### src/rtl/seven_seg_pkg.sv
// Shared constants for the seven-segment scanner: active-low glyph table,
// the all-off pattern and the width helper for the PWM threshold.
package seven_seg_pkg;

  localparam logic [6:0] SEG_OFF = 7'h7F;

  // Active-low patterns, bit6 = g ... bit0 = a; entry n is the glyph for hex n.
  localparam logic [15:0][6:0] SEG_LUT = {
    7'b0001110, 7'b0000110, 7'b0100001, 7'b1000110,
    7'b0000011, 7'b0001000, 7'b0010000, 7'b0000000,
    7'b1111000, 7'b0000010, 7'b0010010, 7'b0011001,
    7'b0110000, 7'b0100100, 7'b1111001, 7'b1000000
  };

  function automatic int thr_width(input int refresh_div, input int bright_bits);
    return $clog2(refresh_div) + bright_bits + 1;
  endfunction

endpackage

### src/rtl/seven_seg_scan_hex_to_seg.sv
// Combinational hex nibble to active-low seven-segment glyph.
module hex_to_seg (
  input  logic [3:0] nib,
  output logic [6:0] seg
);
  import seven_seg_pkg::*;

  assign seg = SEG_LUT[nib];

endmodule

### src/rtl/seven_seg_scan.sv
// Time-multiplexed seven-segment controller with frame-synchronised loading,
// per-digit enables, leading-zero blanking and PWM brightness.
module seven_seg_scan #(
  parameter int NUM_DIGITS  = 4,
  parameter int REFRESH_DIV = 100000,
  parameter int BRIGHT_BITS = 3,
  parameter int ACTIVE_LOW  = 1
) (
  input  logic                          clk,
  input  logic                          reset,
  input  logic [4*NUM_DIGITS-1:0]       digits,
  input  logic [NUM_DIGITS-1:0]         dp_in,
  input  logic [NUM_DIGITS-1:0]         enable,
  input  logic                          load,
  input  logic                          blank_lz,
  input  logic [BRIGHT_BITS-1:0]        brightness,
  output logic [6:0]                    sevenSeg,
  output logic                          dp,
  output logic [NUM_DIGITS-1:0]         anode,
  output logic [$clog2(NUM_DIGITS)-1:0] scan_idx,
  output logic                          frame_done
);
  import seven_seg_pkg::*;

  localparam int IDX_W = $clog2(NUM_DIGITS);
  localparam int PW    = $clog2(REFRESH_DIV);
  localparam int TW    = thr_width(REFRESH_DIV, BRIGHT_BITS);
  localparam logic INV = (ACTIVE_LOW == 0);
  localparam logic [IDX_W-1:0]      IDX_LAST   = IDX_W'(NUM_DIGITS - 1);
  localparam logic [PW-1:0]         PRESC_LAST = PW'(REFRESH_DIV - 1);
  localparam logic [6:0]            SEG_IDLE   = SEG_OFF ^ {7{INV}};
  localparam logic [NUM_DIGITS-1:0] AN_IDLE    = {NUM_DIGITS{~INV}};

  logic [PW-1:0]    presc;
  logic [IDX_W-1:0] idx;
  logic             presc_tc;
  logic             commit;

  logic [4*NUM_DIGITS-1:0] pend_dig, shad_dig;
  logic [NUM_DIGITS-1:0]   pend_dp, pend_en, shad_dp, shad_en;
  logic                    pend_v;

  assign presc_tc = (presc == PRESC_LAST);
  assign commit   = presc_tc && (idx == IDX_LAST);

  always_ff @(posedge clk or posedge reset) begin
    if (reset) begin
      presc <= '0;
      idx   <= '0;
    end else if (presc_tc) begin
      presc <= '0;
      idx   <= (idx == IDX_LAST) ? '0 : idx + IDX_W'(1);
    end else begin
      presc <= presc + PW'(1);
    end
  end

  // A load on the commit edge bypasses pending so the newest data wins.
  always_ff @(posedge clk or posedge reset) begin
    if (reset) begin
      pend_dig <= '0;
      pend_dp  <= '0;
      pend_en  <= '0;
      pend_v   <= 1'b0;
      shad_dig <= '0;
      shad_dp  <= '0;
      shad_en  <= '0;
    end else if (commit) begin
      if (load) begin
        shad_dig <= digits;
        shad_dp  <= dp_in;
        shad_en  <= enable;
      end else if (pend_v) begin
        shad_dig <= pend_dig;
        shad_dp  <= pend_dp;
        shad_en  <= pend_en;
      end
      pend_v <= 1'b0;
    end else if (load) begin
      pend_dig <= digits;
      pend_dp  <= dp_in;
      pend_en  <= enable;
      pend_v   <= 1'b1;
    end
  end

  // Stage p0: decode the digit currently in its slot from the shadow copy.
  logic [IDX_W+1:0]       nib_base_p0;
  logic [3:0]             nib_p0;
  logic [6:0]             seg_p0;
  logic [NUM_DIGITS-1:0]  blank_p0;
  logic [NUM_DIGITS-1:0]  sel_p0;
  logic [TW-1:0]          thr_p0;
  logic                   upper_zero;
  logic                   lit_p0;

  assign nib_base_p0 = {idx, 2'b00};
  assign nib_p0      = shad_dig[nib_base_p0 +: 4];

  hex_to_seg u_dec (
    .nib (nib_p0),
    .seg (seg_p0)
  );

  // Walk from the top digit down; disabled digits above do not stop blanking.
  always_comb begin
    blank_p0   = '0;
    upper_zero = 1'b1;
    for (int i = NUM_DIGITS - 1; i >= 0; i--) begin
      blank_p0[i] = blank_lz && (i != 0) && (shad_dig[4*i +: 4] == 4'h0) && upper_zero;
      upper_zero  = upper_zero && (!shad_en[i] || (shad_dig[4*i +: 4] == 4'h0));
    end
  end

  always_comb begin
    sel_p0      = '0;
    sel_p0[idx] = 1'b1;
  end

  assign thr_p0 = ((TW'(brightness) + TW'(1)) * TW'(REFRESH_DIV)) >> BRIGHT_BITS;
  assign lit_p0 = shad_en[idx] && !blank_p0[idx] && (TW'(presc) < thr_p0);

  // Stage p1: registered pins with polarity applied.
  always_ff @(posedge clk or posedge reset) begin
    if (reset) begin
      sevenSeg   <= SEG_IDLE;
      dp         <= ~INV;
      anode      <= AN_IDLE;
      scan_idx   <= '0;
      frame_done <= 1'b0;
    end else begin
      scan_idx   <= idx;
      frame_done <= commit;
      if (lit_p0) begin
        sevenSeg <= seg_p0 ^ {7{INV}};
        dp       <= ~shad_dp[idx] ^ INV;
        anode    <= ~sel_p0 ^ {NUM_DIGITS{INV}};
      end else begin
        sevenSeg <= SEG_IDLE;
        dp       <= ~INV;
        anode    <= AN_IDLE;
      end
    end
  end

endmodule

### config.mk
export PLATFORM = sky130hd
export DESIGN_NAME = seven_seg_scan
export DESIGN_NICKNAME = d
export VERILOG_FILES = /design/src/rtl/seven_seg_pkg.sv /design/src/rtl/seven_seg_scan_hex_to_seg.sv /design/src/rtl/seven_seg_scan.sv
export SDC_FILE = /design/constraint.sdc
export NUM_CORES = 1
export LEC_CHECK = 0
export ABC_CLOCK_PERIOD_IN_PS = 3300
export CAP_MARGIN = 20
export CORE_ASPECT_RATIO = 1.25
export CORE_UTILIZATION = 58
export DETAILED_ROUTE_END_ITERATION = 10
export PLACE_DENSITY = 0.81
export SLEW_MARGIN = 40
export SYNTH_ARGS = -nofsm -noshare
export SYNTH_HDL_FRONTEND = slang
export SYNTH_SLANG_ARGS = --single-unit
### constraint.sdc
create_clock -name clk -period 3.3 [get_ports clk]
set_input_delay 0.66 -clock clk [delete_from_list [all_inputs] [get_ports clk]]
set_output_delay 0.66 -clock clk [all_outputs]
set_load 0.02 [all_outputs]
==> impl_summary.txt, run 1 <==
----------------------------------------------------
[Run status]
  Result of the run ... finished with violations
  Failing checks ... negative setup slack

[Clock network]
  Clock-pin slew of the registers on the worst-case setup and hold paths ... 0.08 ns
  Clock Root Buffer ... sky130_fd_sc_hd__clkbuf_8
  Clock network latency to the later pin of the worst-skew pair ... 0.36 ns
  CTS Buf Count ... 9
  Buffers from clock root to sink, at most ... 2
  Number of H-tree branching levels ... 3
  TritonCTS clock tree ... built
  Clock Sinks ... 83
  # hold bufs at CTS ... 0

[Power and ir drop]
  Cell leakage power ... 2.739 nW
  Pwr per Cell Area ... 383.5 nW/um^2
  IR Drop Worst-Case VDD ... 0.2835 mV

[Setup path]
  Cell count of the worst reg-to-reg path ... 7
  Critical path launch point ... brightness[0]
  Category of the most critical setup path ... input port to flop
  Buffer and inverter count on the worst path ... 6
  FF-to-FF Start ... idx[0]$_DFFE_PP0N_
  Crit path capture type ... flop
  Critical-path cell list ... buf_8 > clkinvlp_4 > nor3_2 > buf_4 > ha_4 > inv_2 > fa_1 > inv_2 > ha_4 > a211oi_2 > o21bai_1 > a21oi_2 > nor2_2 > a41oi_2 > xor2_1 > ha_1 > a21o_1 > a21oi_2 > o211ai_1 > a31oi_2 > buf_4 > o211ai_1
  Worst reg2reg endpoint ... sevenSeg[3]$_DFF_PP1_
  Crit path to ... sevenSeg[6]$_DFF_PP1_
  Delay of the slowest cell on the worst path ... 0.49 ns
  Arrival time at the worst endpoint ... 4.15 ns
  Largest fanout on the critical path ... 6
  Slack of the worst reg-to-reg path ... 0.87 ns
  Kind of cell with the highest combined delay on the critical path ... compound AO/OA/AOI/OAI gates
  Number of logic stages on the critical path including buffering ... 22
  Crit start category ... input port
  Required time at the endpoint of the critical path ... 3.58 ns
  Standard cell with the maximum stage delay on the critical path ... sky130_fd_sc_hd__fa_1

[Final layout]
  N_diodes ... 0
  Final standard cell count with taps included and fillers excluded ... 608
  Area growth syn-to-layout ... 23.54%
  Fin util ... 75.22%
  Share of cells above drive strength 1 ... 27.88%
  Total number of nets in the final design ... 583

[Synth]
  Syn avg cell area ... 11.28 um^2
  Sequential area share after synthesis ... 43.34%
  Number of distinct library cells after synthesis ... 54
  Post-Synthesis Net Count ... 503
  Number of synthesized flops with an enable pin ... 0
  Leading cell type by number of instances after synthesis ... sky130_fd_sc_hd__dfrtp_1
  Post-synth top flop ... sky130_fd_sc_hd__dfrtp_1
  Number of instances in the synthesized netlist ... 428
  Synthesized area ... 4827 um^2
  Synth async-reset ratio ... 100.0%
  Synthesis Warnings ... 0
  Count of state elements after synthesis ... 83
  Fraction of post-synthesis cell area in the top cell type by area ... 36.81%
  Cell types occupying the most area after synthesis ... sky130_fd_sc_hd__dfrtp_1, sky130_fd_sc_hd__ha_1, sky130_fd_sc_hd__dfstp_2, sky130_fd_sc_hd__mux2_4, sky130_fd_sc_hd__mux2i_1
  Synth top cells by count ... sky130_fd_sc_hd__dfrtp_1, sky130_fd_sc_hd__ha_1, sky130_fd_sc_hd__nor2_1, sky130_fd_sc_hd__a21oi_1, sky130_fd_sc_hd__mux2i_1
  Most area-hungry cell type in the Yosys netlist ... sky130_fd_sc_hd__dfrtp_1

[Drt]
  Number of detailed-route iterations in the first pass ... 4
  Routed wirelength normalized by instance count ... 16.78 um
  Iteration-0 DRC Markers ... 169
  Via count normalized by instance count ... 5.903
  Number of vias after detailed routing ... 3589
  Total Wirelength ... 10.20 mm
  Antenna viol nets, final ... 0
  DRC viols ... 0

[Timing]
  Count of pins over their slew limit ... 0
  Setup repair after global routing missed its margin ... yes
  Top achievable clock speed ... 258.4 MHz
  Max_slew headroom ... 57.12%
  Final period utilization ... 117.3%
  Final setup TNS ... -6.494 ns
  Actual slew at the worst max-slew pin ... 0.6432 ns
  Minimum clock period ... 3.869 ns
  Setup slack after layout ... -0.5693 ns
  Number of hold violations in the final report ... 0
  Number of setup violations in the final report ... 12
  Setup clock skew after layout ... 0.01213 ns

[Global route]
  Overall overflow remaining after global route ... 0
  Pin count of the biggest net entering global routing ... 84
  Total global-route track usage ... 25.15%
  Initial antenna violation count ... 0
  Wire length of the first global-routing pass ... 17.23 mm
  Number of global-route vias before repair ... 3641

[Placement]
  Final estimated routing congestion in global placement ... 0.8624
  Number of input and output port buffers inserted ... 45
  Pre-CTS setup slack ... -1.590 ns
  Dpl cells ... 582
  DPL Wire Length ... 7.133 mm

[Floorplan]
  Count of boundary I/O pins ... 46
  Standard cell core area ... 7928 um^2
  Row Count ... 36
  Horizontal die dimension ... 83.60 um
  Die height ... 104.0 um
  Area of the die ... 8693 um^2
  Initial cell density of the core ... 60.89%

[Job]
  Max-cap viol count ... 0

[Worst hold path]
  HP Class ... flop to flop

----------------------------------------------------
[metrics by stage]
stage	hold slack, ns	instance area (um^2)	total power [mW]
after floorplan	0.4261	4886	1.334
after global placement	0.4722	5568	1.468
after detailed placement	0.4789	5568	1.485
after CTS	0.4963	5908	2.281
after global routing	0.5223	5963	2.392
final	0.4937	5963	2.287
[placed cells by master, fill, tap and decap left out, types with 3 or more instances in the layout]
cell type and count:
sky130_fd_sc_hd__mux4_2 7, sky130_fd_sc_hd__nor3_1 5, sky130_fd_sc_hd__clkinvlp_4 3, sky130_fd_sc_hd__mux2_4 20, sky130_fd_sc_hd__dfstp_2 12, sky130_fd_sc_hd__clkbuf_8 12, sky130_fd_sc_hd__inv_1 13, sky130_fd_sc_hd__nand4_1 3
sky130_fd_sc_hd__mux2_2 7, sky130_fd_sc_hd__xor2_1 11, sky130_fd_sc_hd__dfrtp_1 71, sky130_fd_sc_hd__nor2_1 40, sky130_fd_sc_hd__xnor2_1 10, sky130_fd_sc_hd__and3_1 5, sky130_fd_sc_hd__buf_4 39, sky130_fd_sc_hd__o21ai_0 8
sky130_fd_sc_hd__mux2i_1 26, sky130_fd_sc_hd__ha_1 35, sky130_fd_sc_hd__clkdlybuf4s50_1 42, sky130_fd_sc_hd__nand2_1 21, sky130_fd_sc_hd__o211ai_1 7, sky130_fd_sc_hd__nor3_2 3, sky130_fd_sc_hd__inv_2 6, sky130_fd_sc_hd__a21oi_1 37
sky130_fd_sc_hd__nor2b_1 3, sky130_fd_sc_hd__a21o_1 3, sky130_fd_sc_hd__ha_4 7, sky130_fd_sc_hd__nand3_1 8
[registers in the layout, summed over array words and instances, names as in the netlist]
name	count
pend_dp	4
frame_done	1
idx	2
sevenSeg	7
dp	1
shad_dig	16
presc	17
anode	4
pend_dig	16
shad_en	4
scan_idx	2
shad_dp	4
pend_v	1
pend_en	4
[logic make-up after synthesis]
family	share of synthesized area (%)
compound gates	8.969
xor+xnor	3.992
fa+ha+maj	11.56
buf+inv	4.354
flops	43.34
mux	16.51
simple gates	11.28
[final cells by class]
type / count / area, um^2
clock buffers: 13 / 168.9
clock inverters: 3 / 45.04
multi-input cells: 307 / 2685
repair buffers: 86 / 769.5
flip-flops and latches: 83 / 2092
fillers: 520 / 1964
inverters: 21 / 83.83
well taps: 95 / 118.9
[power breakdown]
group	switching, mW	internal [mW]	leakage, nW	total, mW
clock	0.360	0.412	0.102	0.772
sequential	0.0161	1.05	1.04	1.06
combinational	0.203	0.250	1.59	0.453
[worst min path at each step]
stage,start,endpoint,slack [ns],cells after the start
floorplan,idx[0]$_DFFE_PP0N_,scan_idx[0]$_DFF_PP0_,0.43,0
global placement,presc[0]$_DFF_PP0_,presc[0]$_DFF_PP0_,0.47,1
detailed placement,pend_v$_DFFE_PP0P_,pend_v$_DFFE_PP0P_,0.48,2
CTS,pend_v$_DFFE_PP0P_,pend_v$_DFFE_PP0P_,0.50,2
global route,presc[0]$_DFF_PP0_,presc[0]$_DFF_PP0_,0.52,1
finish,pend_v$_DFFE_PP0P_,pend_v$_DFFE_PP0P_,0.49,2
[layer usage]
metal | wire length (um) | up-vias | track usage (%) | part of all wire [%]
met5 | 0 | - | 0 | 0
met4 | 198 | 0 | 10.90 | 1.9
met3 | 358 | 16 | 3.810 | 3.5
met2 | 5325 | 114 | 43.50 | 52
met1 | 4320 | 1781 | 31.15 | 42
li1 | - | 1678 | - | -
[worst register-to-register path: cells and delay by family (launching register included)]
kind                     cells  cell delay [ns]
multiplexers                 2             1.12
buffers and inverters        3             0.27
flip-flops                   1             0.76
AND/OR/NAND/NOR              1             0.05
adder cells (fa/ha/maj)      1             0.15
[timing repair]
item | CTS | global route
gates cloned | 1 | 0
buffers inserted | 7 | 3
pin swaps | 16 | 6
setup endpoints to repair | 12 | 12
gates resized for setup | 33 | 8
Power figures use the tool's default switching activity.
==> run 2: changes to the inputs <==
--- a/config.mk
+++ b/config.mk
@@ -9,6 +9,7 @@
 export CAP_MARGIN = 20
 export CORE_ASPECT_RATIO = 1.25
 export CORE_UTILIZATION = 58
+export CTS_CLUSTER_DIAMETER = 30
 export DETAILED_ROUTE_END_ITERATION = 10
 export PLACE_DENSITY = 0.81
 export SLEW_MARGIN = 40
==> results of run 2 <==
The final DEF is identical to that of run 1; final timing and power are the same.
==> run 3: changes to the inputs <==
--- a/config.mk
+++ b/config.mk
@@ -6,11 +6,13 @@
 export NUM_CORES = 1
 export LEC_CHECK = 0
 export ABC_CLOCK_PERIOD_IN_PS = 3300
-export CAP_MARGIN = 20
+export CAP_MARGIN = 0
 export CORE_ASPECT_RATIO = 1.25
 export CORE_UTILIZATION = 58
+export CTS_BUF_LIST = sky130_fd_sc_hd__clkbuf_16
 export CTS_CLUSTER_DIAMETER = 30
 export DETAILED_ROUTE_END_ITERATION = 10
+export GPL_ROUTABILITY_DRIVEN = 0
 export PLACE_DENSITY = 0.81
 export SLEW_MARGIN = 40
 export SYNTH_ARGS = -nofsm -noshare
==> impl_summary.txt, run 3 (synthesis results as in run 1) <==
----------------------------------------------------
[Timing]
  Number of hold violations in the final report ... 0
  Final period utilization ... 124.3%
  Max_slew headroom ... 55.40%
  Top achievable clock speed ... 243.8 MHz
  Count of pins over their slew limit ... 0
  Setup clock skew after layout ... 0.005034 ns
  Final setup TNS ... -9.453 ns
  Setup repair after global routing missed its margin ... yes
  Actual slew at the worst max-slew pin ... 0.6690 ns
  Minimum clock period ... 4.101 ns
  Number of setup violations in the final report ... 12
  Setup slack after layout ... -0.8009 ns

[Final layout]
  N_diodes ... 0
  Largest register by flop count ... presc
  FILL cells ... 497
  Registers with the most flip-flops ... presc: 17 flops, pend_dig: 16 flops, shad_dig: 16 flops
  Total number of nets in the final design ... 584
  Most frequent standard cell in the layout excluding fill and tap cells ... sky130_fd_sc_hd__dfrtp_1
  Highest-count cells in the layout ignoring fill and taps ... sky130_fd_sc_hd__dfrtp_1, sky130_fd_sc_hd__clkdlybuf4s50_1, sky130_fd_sc_hd__buf_4
  Area growth syn-to-layout ... 25.58%
  Final standard cell count with taps included and fillers excluded ... 609
  Share of cells above drive strength 1 ... 27.24%
  Max FFs per register ... 17

[Clock network]
  Clock-pin slew of the registers on the worst-case setup and hold paths ... 0.06 ns
  CTS Buf Count ... 9
  Clock Root Buffer ... sky130_fd_sc_hd__clkbuf_16
  Number of H-tree branching levels ... 3
  Buffers from clock root to sink, at most ... 2
  Clock Sinks ... 83
  # hold bufs at CTS ... 0
  Clock network latency to the later pin of the worst-skew pair ... 0.34 ns
  TritonCTS clock tree ... built

[Setup path]
  Worst reg2reg endpoint ... sevenSeg[3]$_DFF_PP1_
  Slack of the worst reg-to-reg path ... 0.86 ns
  Critical-path cell list ... buf_8 > clkinvlp_4 > nor3_2 > buf_4 > ha_4 > inv_2 > fa_1 > inv_2 > ha_4 > a211oi_2 > o21bai_1 > a21oi_2 > nor2_2 > a41oi_2 > xor2_1 > ha_1 > a21o_1 > a21oi_2 > o211ai_1 > a31oi_2 > buf_6 > o211ai_1
  Largest fanout on the critical path ... 6
  Standard cell with the maximum stage delay on the critical path ... sky130_fd_sc_hd__fa_1
  Critical path launch point ... brightness[0]
  Buffer and inverter count on the worst path ... 6
  Cell count of the worst reg-to-reg path ... 7
  Crit path capture type ... flop
  Delay of the slowest cell on the worst path ... 0.50 ns
  Crit start category ... input port
  Category of the most critical setup path ... input port to flop
  Required time at the endpoint of the critical path ... 3.56 ns
  Kind of cell with the highest combined delay on the critical path ... compound AO/OA/AOI/OAI gates
  FF-to-FF Start ... idx[0]$_DFFE_PP0N_
  Arrival time at the worst endpoint ... 4.36 ns

[Global route]
  Overall overflow remaining after global route ... 0
  Pin count of the biggest net entering global routing ... 49
  Met3 demand-to-capacity share in global routing ... 4.206%
  Busiest metal layer after global routing ... met2
  Met1 Track Usage GR ... 31.89%
  GRT met2 Usage ... 46.52%
  Number of global-route vias before repair ... 3740
  Initial antenna violation count ... 0
  Total global-route track usage ... 26.51%
  Wire length of the first global-routing pass ... 18.17 mm

[Drt]
  Via count normalized by instance count ... 5.923
  Iteration-0 DRC Markers ... 252
  Number of vias after detailed routing ... 3607
  DRC viols ... 0
  Total Wirelength ... 10.94 mm
  Routed wirelength normalized by instance count ... 17.96 um
  Number of detailed-route iterations in the first pass ... 4
  Antenna viol nets, final ... 0

[Placement]
  DPL Wire Length ... 7.270 mm
  Pre-CTS setup slack ... -1.645 ns
  Number of input and output port buffers inserted ... 45
  Dpl cells ... 583

[Floorplan]
  Area of the die ... 8693 um^2
  Standard cell core area ... 7928 um^2
  Horizontal die dimension ... 83.60 um
  Die height ... 104.0 um
  Initial cell density of the core ... 60.89%
  Count of boundary I/O pins ... 46
  Row Count ... 36

[Power and ir drop]
  Cell leakage power ... 2.810 nW
  IR Drop Worst-Case VDD ... 0.4743 mV
  Overall power of the completed layout ... 2.628 mW
  Pwr per Cell Area ... 433.5 nW/um^2

[Worst hold path]
  Hold Path Sink ... pend_v$_DFFE_PP0P_
  Hold path start ... pend_v$_DFFE_PP0P_
  HP Class ... flop to flop
  Hold-critical path depth ... 2

[Run status]
  Failing checks ... negative setup slack
  Result of the run ... finished with violations

[Job]
  Max-cap viol count ... 0

----------------------------------------------------
==> run 3: cell types whose count changed in the layout (fill, tap and decap cells not counted), moves of 2 or more <==
cell / before / now
sky130_fd_sc_hd__bufinv_16: 1 / 3
sky130_fd_sc_hd__clkbuf_16: 0 / 9
sky130_fd_sc_hd__buf_4: 39 / 41
sky130_fd_sc_hd__ha_4: 7 / 5
sky130_fd_sc_hd__ha_1: 35 / 38
sky130_fd_sc_hd__nand2_1: 21 / 19
sky130_fd_sc_hd__nand2_2: 2 / 4
sky130_fd_sc_hd__inv_1: 13 / 16
sky130_fd_sc_hd__clkbuf_8: 12 / 0
==> run 3: how the worst max path moves through the flow <==
| stage | endpoint | slack [ns] | cells past startpoint |
|---|---|---|---|
| floorplan | sevenSeg[0]$_DFF_PP1_ | -0.80 | 20 |
| global placement | sevenSeg[2]$_DFF_PP1_ | -1.43 | 21 |
| detailed placement | sevenSeg[2]$_DFF_PP1_ | -1.64 | 20 |
| CTS | sevenSeg[2]$_DFF_PP1_ | -0.70 | 22 |
| global route | anode[3]$_DFF_PP1_ | -0.98 | 22 |
| finish | sevenSeg[6]$_DFF_PP1_ | -0.80 | 22 |
==> run 3: layer usage <==
layer	share of wire, %	wire (um)	vias up
li1	-	-	1682
met1	40	4340	1806
met2	53	5852	95
met3	3.6	397	24
met4	3.2	348	0
met5	0	0	-
==> run 3: area by class of cell <==
type                            count  area [um^2]  area share, %
Inverter                           21        83.83          1.383
Sequential cell                    83         2092          34.51
Timing Repair Buffer               87        770.7          12.71
Clock buffer                        9        225.2          3.715
Multi-Input combinational cell    307         2663          43.92
Clock inverter                      7        108.9          1.796
Tap cell                           95        118.9          1.961
==> run 3: per-stage QoR <==
step                util (%)  area, um^2  hold slack, ns
floorplan                  -        4886          0.4261
global placement       70.17        5563          0.4706
detailed placement     70.17        5563          0.4823
CTS                    75.60        5993          0.4958
global route           76.47        6062          0.5121
finish                 76.47        6062          0.4932
==> run 3: where the power goes <==
group | leakage, nW | total [mW] | internal [mW] | switching [mW]
Sequential | 1.04 | 1.06 | 1.05 | 0.0158
Combinational | 1.60 | 0.439 | 0.237 | 0.202
Clock | 0.166 | 1.12 | 0.731 | 0.394
==> run 3: worst register-to-register path: stages, from the launching register on <==
cell	delay (ns)
sky130_fd_sc_hd__dfrtp_1	0.77
sky130_fd_sc_hd__mux4_2	0.66
sky130_fd_sc_hd__inv_1	0.18
sky130_fd_sc_hd__ha_1	0.16
sky130_fd_sc_hd__inv_1	0.05
sky130_fd_sc_hd__mux4_2	0.44
sky130_fd_sc_hd__inv_1	0.06
sky130_fd_sc_hd__nand2_1	0.05
==> run 3: what timing repair did <==
item | in CTS | in global routing
buffers inserted | 6 | 4
endpoints found under the setup margin | 12 | 12
cloned | 0 | 1
pin swaps | 17 | 16
resized for setup | 31 | 9
